`src/rtl/imem_loader_pkg.sv`:
```
// Shared definitions for the instruction-memory loader.
//   loader_state_e    : loader FSM encoding
//   IMEM_BASE_ADDR    : byte address of instruction word 0
//   LOADER_MAX_WORDS  : largest program image accepted, in 32-bit words
package imem_loader_pkg;

  typedef enum logic [2:0] {
    IDLE  = 3'd0,
    LEN   = 3'd1,
    DATA  = 3'd2,
    WRITE = 3'd3,
    DONE  = 3'd4,
    ERR   = 3'd5
  } loader_state_e;

  localparam logic [31:0] IMEM_BASE_ADDR   = 32'h0100_0000;
  localparam int unsigned LOADER_MAX_WORDS = 1024;

endpackage

```
`src/rtl/imem_loader_byte_packer.sv`:
```
// Packs an accepted byte stream into little-endian 32-bit words.
// Used for both the length header and the data words.
//   clk, rst      : clock, asynchronous active-low reset
//   clear_i       : drop any partial word and restart at lane 0
//   byte_fire_i   : a byte is accepted this cycle
//   byte_data_i   : the accepted byte
//   word_o        : packed word including this cycle's byte (valid with word_valid_o)
//   word_valid_o  : this cycle's byte completes a word (4th accepted byte)
//   byte_cnt_o    : lane the next accepted byte will land in
module imem_loader_byte_packer (
  input  logic        clk,
  input  logic        rst,
  input  logic        clear_i,
  input  logic        byte_fire_i,
  input  logic [7:0]  byte_data_i,
  output logic [31:0] word_o,
  output logic        word_valid_o,
  output logic [1:0]  byte_cnt_o
);

  logic [1:0]  byte_cnt_q, byte_cnt_d;
  logic [31:0] pack_q, pack_d;

  always_comb begin
    pack_d     = pack_q;
    byte_cnt_d = byte_cnt_q;
    if (clear_i) begin
      pack_d     = '0;
      byte_cnt_d = '0;
    end else if (byte_fire_i) begin
      pack_d[8*byte_cnt_q +: 8] = byte_data_i;
      byte_cnt_d                = byte_cnt_q + 2'd1;  // wraps 3 -> 0
    end
  end

  always_ff @(posedge clk or negedge rst) begin
    if (!rst) begin
      pack_q     <= '0;
      byte_cnt_q <= '0;
    end else begin
      pack_q     <= pack_d;
      byte_cnt_q <= byte_cnt_d;
    end
  end

  // The completed word is offered in the same cycle as its last byte so the
  // parent can register it at that edge, giving a write one cycle later.
  assign word_o       = pack_d;
  assign word_valid_o = byte_fire_i && !clear_i && (byte_cnt_q == 2'd3);
  assign byte_cnt_o   = byte_cnt_q;

endmodule

```
`src/rtl/imem_loader.sv`:
```
// Instruction-memory loader: receives a byte stream (4-byte LE word count N,
// then N LE words), writes the words to instruction memory and holds the core
// in reset until the image is in place.
//   clk, rst       : clock, asynchronous active-low reset
//   start_i        : pulse; starts a load from IDLE, DONE or ERR
//   byte_valid_i   : stream byte valid
//   byte_data_i    : stream byte
//   byte_ready_o   : loader can take a byte (LEN and DATA only)
//   addr_o         : memory write byte address
//   wdata_o        : memory write data
//   write_en_o     : one-cycle write strobe
//   read_en_o      : always 0
//   core_hold_o    : 1 keeps the core in reset
//   done_o         : image fully written
//   error_o        : header word count exceeded MAX_WORDS
//   words_o        : words written so far
//   state_o        : current FSM state (debug)
// Handshake: a byte transfers on a rising edge where byte_valid_i and
// byte_ready_o are both 1; byte_ready_o depends only on state, never on
// byte_valid_i, and byte_valid_i is ignored whenever byte_ready_o is 0.
module imem_loader
  import imem_loader_pkg::*;
#(
  parameter int unsigned AWIDTH         = 32,
  parameter int unsigned DWIDTH         = 32,
  parameter logic [AWIDTH-1:0] IMEM_BASE_ADDR = AWIDTH'(imem_loader_pkg::IMEM_BASE_ADDR),
  parameter int unsigned MAX_WORDS      = imem_loader_pkg::LOADER_MAX_WORDS
) (
  input  logic              clk,
  input  logic              rst,
  input  logic              start_i,
  input  logic              byte_valid_i,
  input  logic [7:0]        byte_data_i,
  output logic              byte_ready_o,
  output logic [AWIDTH-1:0] addr_o,
  output logic [DWIDTH-1:0] wdata_o,
  output logic              write_en_o,
  output logic              read_en_o,
  output logic              core_hold_o,
  output logic              done_o,
  output logic              error_o,
  output logic [15:0]       words_o,
  output loader_state_e     state_o
);

  loader_state_e     state_q;
  logic [31:0]       len_q;
  logic [15:0]       word_idx_q;
  logic [15:0]       words_q;
  logic [AWIDTH-1:0] addr_q;
  logic [DWIDTH-1:0] wdata_q;
  logic              write_en_q;
  logic              hold_q;
  logic              done_q;
  logic              error_q;

  logic              byte_fire;
  logic              start_ok;
  logic [31:0]       word;
  logic              word_valid;
  logic [1:0]        byte_cnt;

  assign byte_ready_o = (state_q == LEN) || (state_q == DATA);
  assign byte_fire    = byte_valid_i && byte_ready_o;
  assign start_ok     = start_i && ((state_q == IDLE) || (state_q == DONE) || (state_q == ERR));

  imem_loader_byte_packer u_packer (
    .clk          (clk),
    .rst          (rst),
    .clear_i      (start_ok),
    .byte_fire_i  (byte_fire),
    .byte_data_i  (byte_data_i),
    .word_o       (word),
    .word_valid_o (word_valid),
    .byte_cnt_o   (byte_cnt)
  );

  always_ff @(posedge clk or negedge rst) begin
    if (!rst) begin
      state_q    <= IDLE;
      len_q      <= '0;
      word_idx_q <= '0;
      words_q    <= '0;
      addr_q     <= '0;
      wdata_q    <= '0;
      write_en_q <= 1'b0;
      hold_q     <= 1'b1;
      done_q     <= 1'b0;
      error_q    <= 1'b0;
    end else begin
      write_en_q <= 1'b0;
      case (state_q)
        IDLE: begin
          if (start_i) state_q <= LEN;
        end
        LEN: begin
          if (word_valid) begin
            len_q <= word;
            if (word == 32'd0) begin
              state_q <= DONE;
              done_q  <= 1'b1;
              hold_q  <= 1'b0;
            end else if (word > 32'(MAX_WORDS)) begin
              state_q <= ERR;
              error_q <= 1'b1;
            end else begin
              state_q <= DATA;
            end
          end
        end
        DATA: begin
          if (word_valid) begin
            state_q    <= WRITE;
            write_en_q <= 1'b1;
            addr_q     <= IMEM_BASE_ADDR + (AWIDTH'(word_idx_q) << 2);
            wdata_q    <= DWIDTH'(word);
          end
        end
        WRITE: begin
          word_idx_q <= word_idx_q + 16'd1;
          words_q    <= words_q + 16'd1;
          if ((32'(word_idx_q) + 32'd1) == len_q) begin
            state_q <= DONE;
            done_q  <= 1'b1;
            hold_q  <= 1'b0;
          end else begin
            state_q <= DATA;
          end
        end
        DONE, ERR: begin
          if (start_i) begin
            state_q    <= LEN;
            done_q     <= 1'b0;
            error_q    <= 1'b0;
            words_q    <= '0;
            word_idx_q <= '0;
            hold_q     <= 1'b1;
          end
        end
        default: state_q <= IDLE;
      endcase
    end
  end

  assign addr_o      = addr_q;
  assign wdata_o     = wdata_q;
  assign write_en_o  = write_en_q;
  assign read_en_o   = 1'b0;
  assign core_hold_o = hold_q;
  assign done_o      = done_q;
  assign error_o     = error_q;
  assign words_o     = words_q;
  assign state_o     = state_q;

  // Lane position is only observed for debug.
  logic unused_ok;
  assign unused_ok = ^byte_cnt;

endmodule

```
`config.mk`:
```
export PLATFORM = sky130hd
export DESIGN_NAME = imem_loader
export DESIGN_NICKNAME = d
export VERILOG_FILES = /design/src/rtl/imem_loader_pkg.sv /design/src/rtl/imem_loader_byte_packer.sv /design/src/rtl/imem_loader.sv
export SDC_FILE = /design/constraint.sdc
export NUM_CORES = 1
export LEC_CHECK = 0
export ABC_CLOCK_PERIOD_IN_PS = 7560
export CAP_MARGIN = 20
export CORE_MARGIN = 2
export CORE_UTILIZATION = 60
export CTS_BUF_LIST = sky130_fd_sc_hd__clkbuf_16
export DETAILED_ROUTE_END_ITERATION = 10
export PLACE_DENSITY_LB_ADDON = 0.3
export SYNTH_ARGS = -nofsm -noshare
export SYNTH_HDL_FRONTEND = slang
export SYNTH_SLANG_ARGS = --single-unit
```
`constraint.sdc`:
```
create_clock -name clk -period 7.56 [get_ports clk]
set_clock_uncertainty 0.2 [all_clocks]
set_input_delay 1.89 -clock clk [delete_from_list [all_inputs] [get_ports clk]]
set_output_delay 1.89 -clock clk [all_outputs]
set_load 0.05 [all_outputs]
```
; ---- Word level (Yosys, flattened, before mapping)
; Cells that the tools add are included.
[totals]
ff_bits = 169
output_inout_bits = 89
elab_cells = 89
[op_classes]
add_sub_neg = 6
order_cmp = 1
n_eq_ne = 15
n_shift = 2
n_mux = 31
n_reduce_logical = 22
[op_table]
columns = cell, count
row1 = $mux W32, 2
row2 = $pmux W16 S2, 2
row3 = $neg A5 Y34, 1
row4 = $shift A8 B34 Y32 const A, 1
row5 = $shiftx A8 B34 Y32, 1
row6 = $add A16 B1 Y16 const B, 2
row7 = $bwmux W32, 1
row8 = $eq A17 B32 Y1, 1
row9 = $gt A32 B11 Y1 const B, 1
row10 = $logic_not A32 Y1, 1
row11 = $add A25 B18 Y26 const A, 1
row12 = $mux W3, 6
row13 = $add A16 B1 Y17 const B, 1
row14 = $mux W16, 1
row15 = $mux W1, 13
row16 = $pmux W3 S4, 1
row17 = $ne A2 B1 Y1 const B, 5
row18 = $reduce_and A5 Y1, 2
row19 = $eq A3 B2 Y1 const B, 2
row20 = $eq A3 B3 Y1 const B, 2
row21 = $ne A2 B2 Y1 const B, 3
row22 = $pmux W1 S3, 2
row23 = $reduce_and A2 Y1, 3
row24 = $reduce_bool A2 Y1, 3
row25 = 13 further kinds, 19

; ---- Longest topological paths before layout
[depth]
word_depth = 10
mapped_depth = 13
ltp_nobuf = 11

; ---- Modules after synthesis
; Synthesis repeated with hierarchy kept, for this count alone.
[hier_totals]
cells_unflattened = 646
area_unflattened_um2 = 7283.2
[by_module_without_submodules]
columns = module, n_inst, cells_each, area_per_inst_um2
row1 = imem_loader, 1, 497, 5728.0
row2 = imem_loader_byte_packer, 1, 149, 1555.2

; ---- Least setup slack after synthesis
; No wires, ideal clock.
[synth_timing]
path_kind = input -> register
from = in byte_data_i[2]
to = reg state_q[1] (netlist: state_o[1])
setup_ns = 0.078
arrival_time_ns = 3.511
slack_ns = 3.772
path_stages = 7
path_cell_list = or4_1 -> o21ai_0 -> mux2i_1 -> nor4b_1 -> o2111ai_1 -> or3_1 -> a21oi_1
[synth_between]
elab_chain_cells = 9
word_cells_on_any_way = 10
[synth_rtl]
columns = item, line
row1 = from (decl), imem_loader.sv:33  ; input logic [7:0] byte_data_i,
row2 = $shiftx A8 B34 Y32 *, imem_loader_byte_packer.sv:31  ; pack_d[8*byte_cnt_q +: 8] = byte_data_i;
row3 = $bwmux W32 *, imem_loader_byte_packer.sv:31
row4 = $mux W32 *, imem_loader_byte_packer.sv:30  ; end else if (byte_fire_i) begin
row5 = $mux W32 *, imem_loader_byte_packer.sv:27  ; if (clear_i) begin
row6 = $gt A32 B11 Y1, imem_loader.sv:103  ; end else if (word > 32'(MAX_WORDS)) begin
row7 = $mux W3, imem_loader.sv:103
row8 = $mux W3 *, imem_loader.sv:99  ; if (word == 32'd0) begin
row9 = $mux W3 *, imem_loader.sv:97  ; if (word_valid) begin
row10 = $pmux W3 S4 *, imem_loader.sv:92  ; case (state_q)
row11 = to (signal assigned), imem_loader.sv:94  ; if (start_i) state_q <= LEN;
row12 = to (signal assigned), imem_loader.sv:100  ; state_q <= DONE;
row13 = to (signal assigned), imem_loader.sv:104  ; state_q <= ERR;
row14 = to (decl), imem_loader.sv:46  ; loader_state_e state_q;
; Mark *: on every way between the ends. The rest lies on a longest branch, timed or not. The select of a mux whose other input is x is not followed.
; A chain may end at the register's enable or synchronous reset.

; ---- Final worst setup path
[layout_timing]
from = in byte_data_i[6]
to = reg state_q[1] (netlist: state_o[1])
; The elaborated chain is that of the path after synthesis.

==> flow_metrics.py <==
metrics = {
    "detailed_routing": {
        "met2_length_mm": 8.83,
        "dr.max_layer_used": "met4",
        "via_per_inst": 5.91,
        "dr_total_vias": 5973,
        "drt_iter0_markers": 539,
        "routed_wl_mm": 18.2,
        "wire_per_inst_um": 18.0,
        "m1WireLength_mm": 7.70,
        "dr_wl_met3_mm": 1.23,
        "ant_nets": 0,
        "drc": 0,
        "first_pass_iters": 5,
    },
    "floorplan": {
        "die_x_um": 116,
        "initial_utilization_pct": 61.8,
        "design.core.area_sq_mm": 0.0121,
        "die_h_um": 116,
        "num_io_pins": 101,
        "dieArea_sq_mm": 0.0134,
        "row_count": 40,
    },
    "synth": {
        "synthTopCellsByCount": "nand2_1 (163), dfrtp_1 (153), o21ai_0 (53)",
        "ys.flop_type": "dfrtp_1",
        "netlist_area_sq_mm": 0.00749,
        "ys_ff_latch": 154,
        "yosys-top-cells-area": "dfrtp_1 (51%), nand2_1 (8.2%), mux2_2 (5.3%)",
        "netlist_instances": 765,
        "synth_top_area_share_pct": 51.1,
        "avgSynthCellArea_sq_um": 9.79,
        "yosysWarnings": 0,
        "postSynth.asyncResetShare_pct": 100,
        "ys_types": 64,
        "synth_edf_count": 0,
        "synth_most_common_cell": "nand2_1",
        "ys_seq_area_share_pct": 51.5,
        "yosys.area.top_type": "dfrtp_1",
    },
    "setup_path": {
        "path_buf_inv": 1,
        "reg2reg_depth": 9,
        "arrival_ps": 4520,
        "critPathKind": "in -> reg",
        "crit_family": "simple AND/OR/NAND/NOR gates",
        "critPathMaxStageDelay_ps": 560,
        "required_ps": 7700,
        "r2r_end": "done_o",
        "crit_fanout": 7,
        "worst_path_max_delay_cell": "or4_1",
        "regToRegSetupSlack_ps": 3980,
        "cp-end-kind": "flop",
        "crit_chain": "clkdlybuf4s50_1 -> or4_1 -> o21ai_1 -> mux2i_1 -> nor4b_1 -> o2111ai_1 -> or3_1 -> a21oi_1",
        "reg2reg_from": "u_packer.byte_cnt_o[0]",
        "startpoint_type": "input pin",
    },
    "power": {
        "p_per_area_mw_per_mm2": 405,
        "power_leakage_nw": 4.07,
        "peakVddDrop_mv": 0.200,
        "total_power_mw": 3.61,
    },
    "cts": {
        "numCtsBuffers": 17,
        "clkSinkCount": 154,
        "clk_path_buf_depth": 2,
        "ctsResizeCount": 0,
        "clk_pin_slew_ps": 60,
        "hold_buffers": 0,
        "cts-root-buf": "clkbuf_16",
        "cts_tree": "built",
        "clkLatencyLatePin_ps": 430,
        "post_cts_buffers": 0,
        "htree_num_levels": 4,
    },
    "finish": {
        "nNetsFinal": 849,
        "stdcell_area_sq_mm": 0.00891,
        "area.growth.synth_to_final_pct": 19.0,
        "stdcell_count": 1011,
        "n_antenna_cell": 0,
        "drive_gt1_share_pct": 10.4,
        "finish.utilization_pct": 73.6,
    },
    "global_routing": {
        "grt_util_all_layers_pct": 28.6,
        "grt_max_degree": 80,
        "antenna_found_initial": 0,
        "grt_pass1_wl_mm": 29.5,
        "overflow": 0,
        "grt_pass1_vias": 5804,
    },
    "timing": {
        "timing.fmax_mhz": 229,
        "setup_tns_ps": 0,
        "rsz0062_at_grt": "no",
        "slew_violations": 0,
        "finalSetupViolCount": 0,
        "worst_pin_slew_ps": 1070,
        "min_period_ps": 4380,
        "min_period_over_period_pct": 57.9,
        "maxSlewHeadroom_pct": 28.3,
        "finalHoldViolCount": 0,
    },
    "placed_design": {
        "io_buffers": 84,
        "dpl_cell_area_sq_mm": 0.00828,
        "place_congestion": 0.936,
        "hpwl_mm": 12.6,
        "placed_cells": 978,
    },
    "status": {
        "run_status": "completed",
    },
    "run": {
        "cap_violations": 0,
    },
    "min_path": {
        "worstHoldEndpoint": "addr_o[24]",
        "hold_path_depth": 1,
        "hold_class": "reg -> reg",
        "min-delay-start": "addr_o[24]",
    },
}
[how the worst max path moves through the flow]
| stage | start | end | slack (ps) | cells after the start |
|---|---|---|---|---|
| after CTS | state_o[0] | byte_ready_o | 3240 | 3 |
| final | byte_data_i[6] | state_o[1] | 3180 | 8 |
| after global routing | byte_data_i[7] | state_o[1] | 3010 | 8 |
| after global placement | byte_data_i[6] | state_o[1] | 2950 | 8 |
| after floorplan | byte_data_i[2] | state_o[1] | 3770 | 7 |
| after detailed placement | byte_data_i[6] | state_o[1] | 2880 | 8 |
[metrics by stage]
stage / setup WS, ps / hold slack, ps
4_1_cts: 3240 / 269
5_1_grt: 3010 / 304
3_5_place_dp: 2880 / 251
3_3_place_gp: 2950 / 250
6_report: 3180 / 261
2_1_floorplan: 3770 / 240
[cell families after synthesis]
family	synth area share, %
AND/OR/NAND/NOR	20.6
buffers and inverters	5.38
other	0.0501
adder cells (fa/ha/maj)	1.17
multiplexers	6.79
AO/OA/AOI/OAI	10.2
XOR/XNOR	4.33
flip-flops	51.5
[where the power goes]
part           switching [mW]  internal [mW]  total (mW)
clock network           0.345          0.518       0.863
logic                   0.948          0.528        1.48
registers               0.225           1.05        1.27
[registers in the layout, indices dropped and copies added (netlist names)]
register / count
core_hold_o: 1
len_q: 32
done_o: 1
write_en_o: 1
state_o: 3
error_o: 1
u_packer.pack_q: 32
word_idx_q: 16
wdata_o: 32
words_o: 16
u_packer.byte_cnt_o: 2
addr_o: 17
[layer usage]
layer  vias to the layer above  GRT usage (%)
met3                        34           5.33
met1                      2921           38.7
met5                         -              0
li1                       2754              -
met2                       264           46.4
met4                         0           11.2
[layout by cell type (no fill, tap or decap), types with 4 or more instances in the layout]
master | synthesis | layout
a21oi_1 | 37 | 37
a22o_1 | 4 | 4
a31oi_1 | 4 | 4
and2_1 | 5 | 5
and3_1 | 6 | 6
and4_1 | 4 | 4
buf_4 | 17 | 5
clkbuf_16 | 0 | 17
clkdlybuf4s50_1 | 0 | 83
clkinvlp_4 | 0 | 7
conb_1 | 1 | 16
dfrtp_1 | 153 | 153
ha_1 | 7 | 7
inv_1 | 12 | 12
mux2_2 | 35 | 35
mux2i_1 | 10 | 10
nand2_1 | 163 | 163
nand3_1 | 34 | 34
nand3b_1 | 4 | 4
nand4_1 | 16 | 16
nor2_1 | 36 | 36
nor3_1 | 9 | 9
nor3b_1 | 5 | 5
nor4_1 | 4 | 4
o211ai_1 | 4 | 4
o21ai_0 | 53 | 53
o31ai_1 | 6 | 6
or3_1 | 7 | 7
or4_1 | 9 | 9
xnor2_1 | 17 | 17
xor2_1 | 15 | 15
[cell type report]
type	count	area (sq um)
clock buffer	17	425
clock inverter	15	174
fill	891	3200
inverter	14	52.6
multi-input combinational	553	3280
sequential	154	3850
tap	168	210
timing repair buffer	90	907
Power figures use the tool's default switching activity.
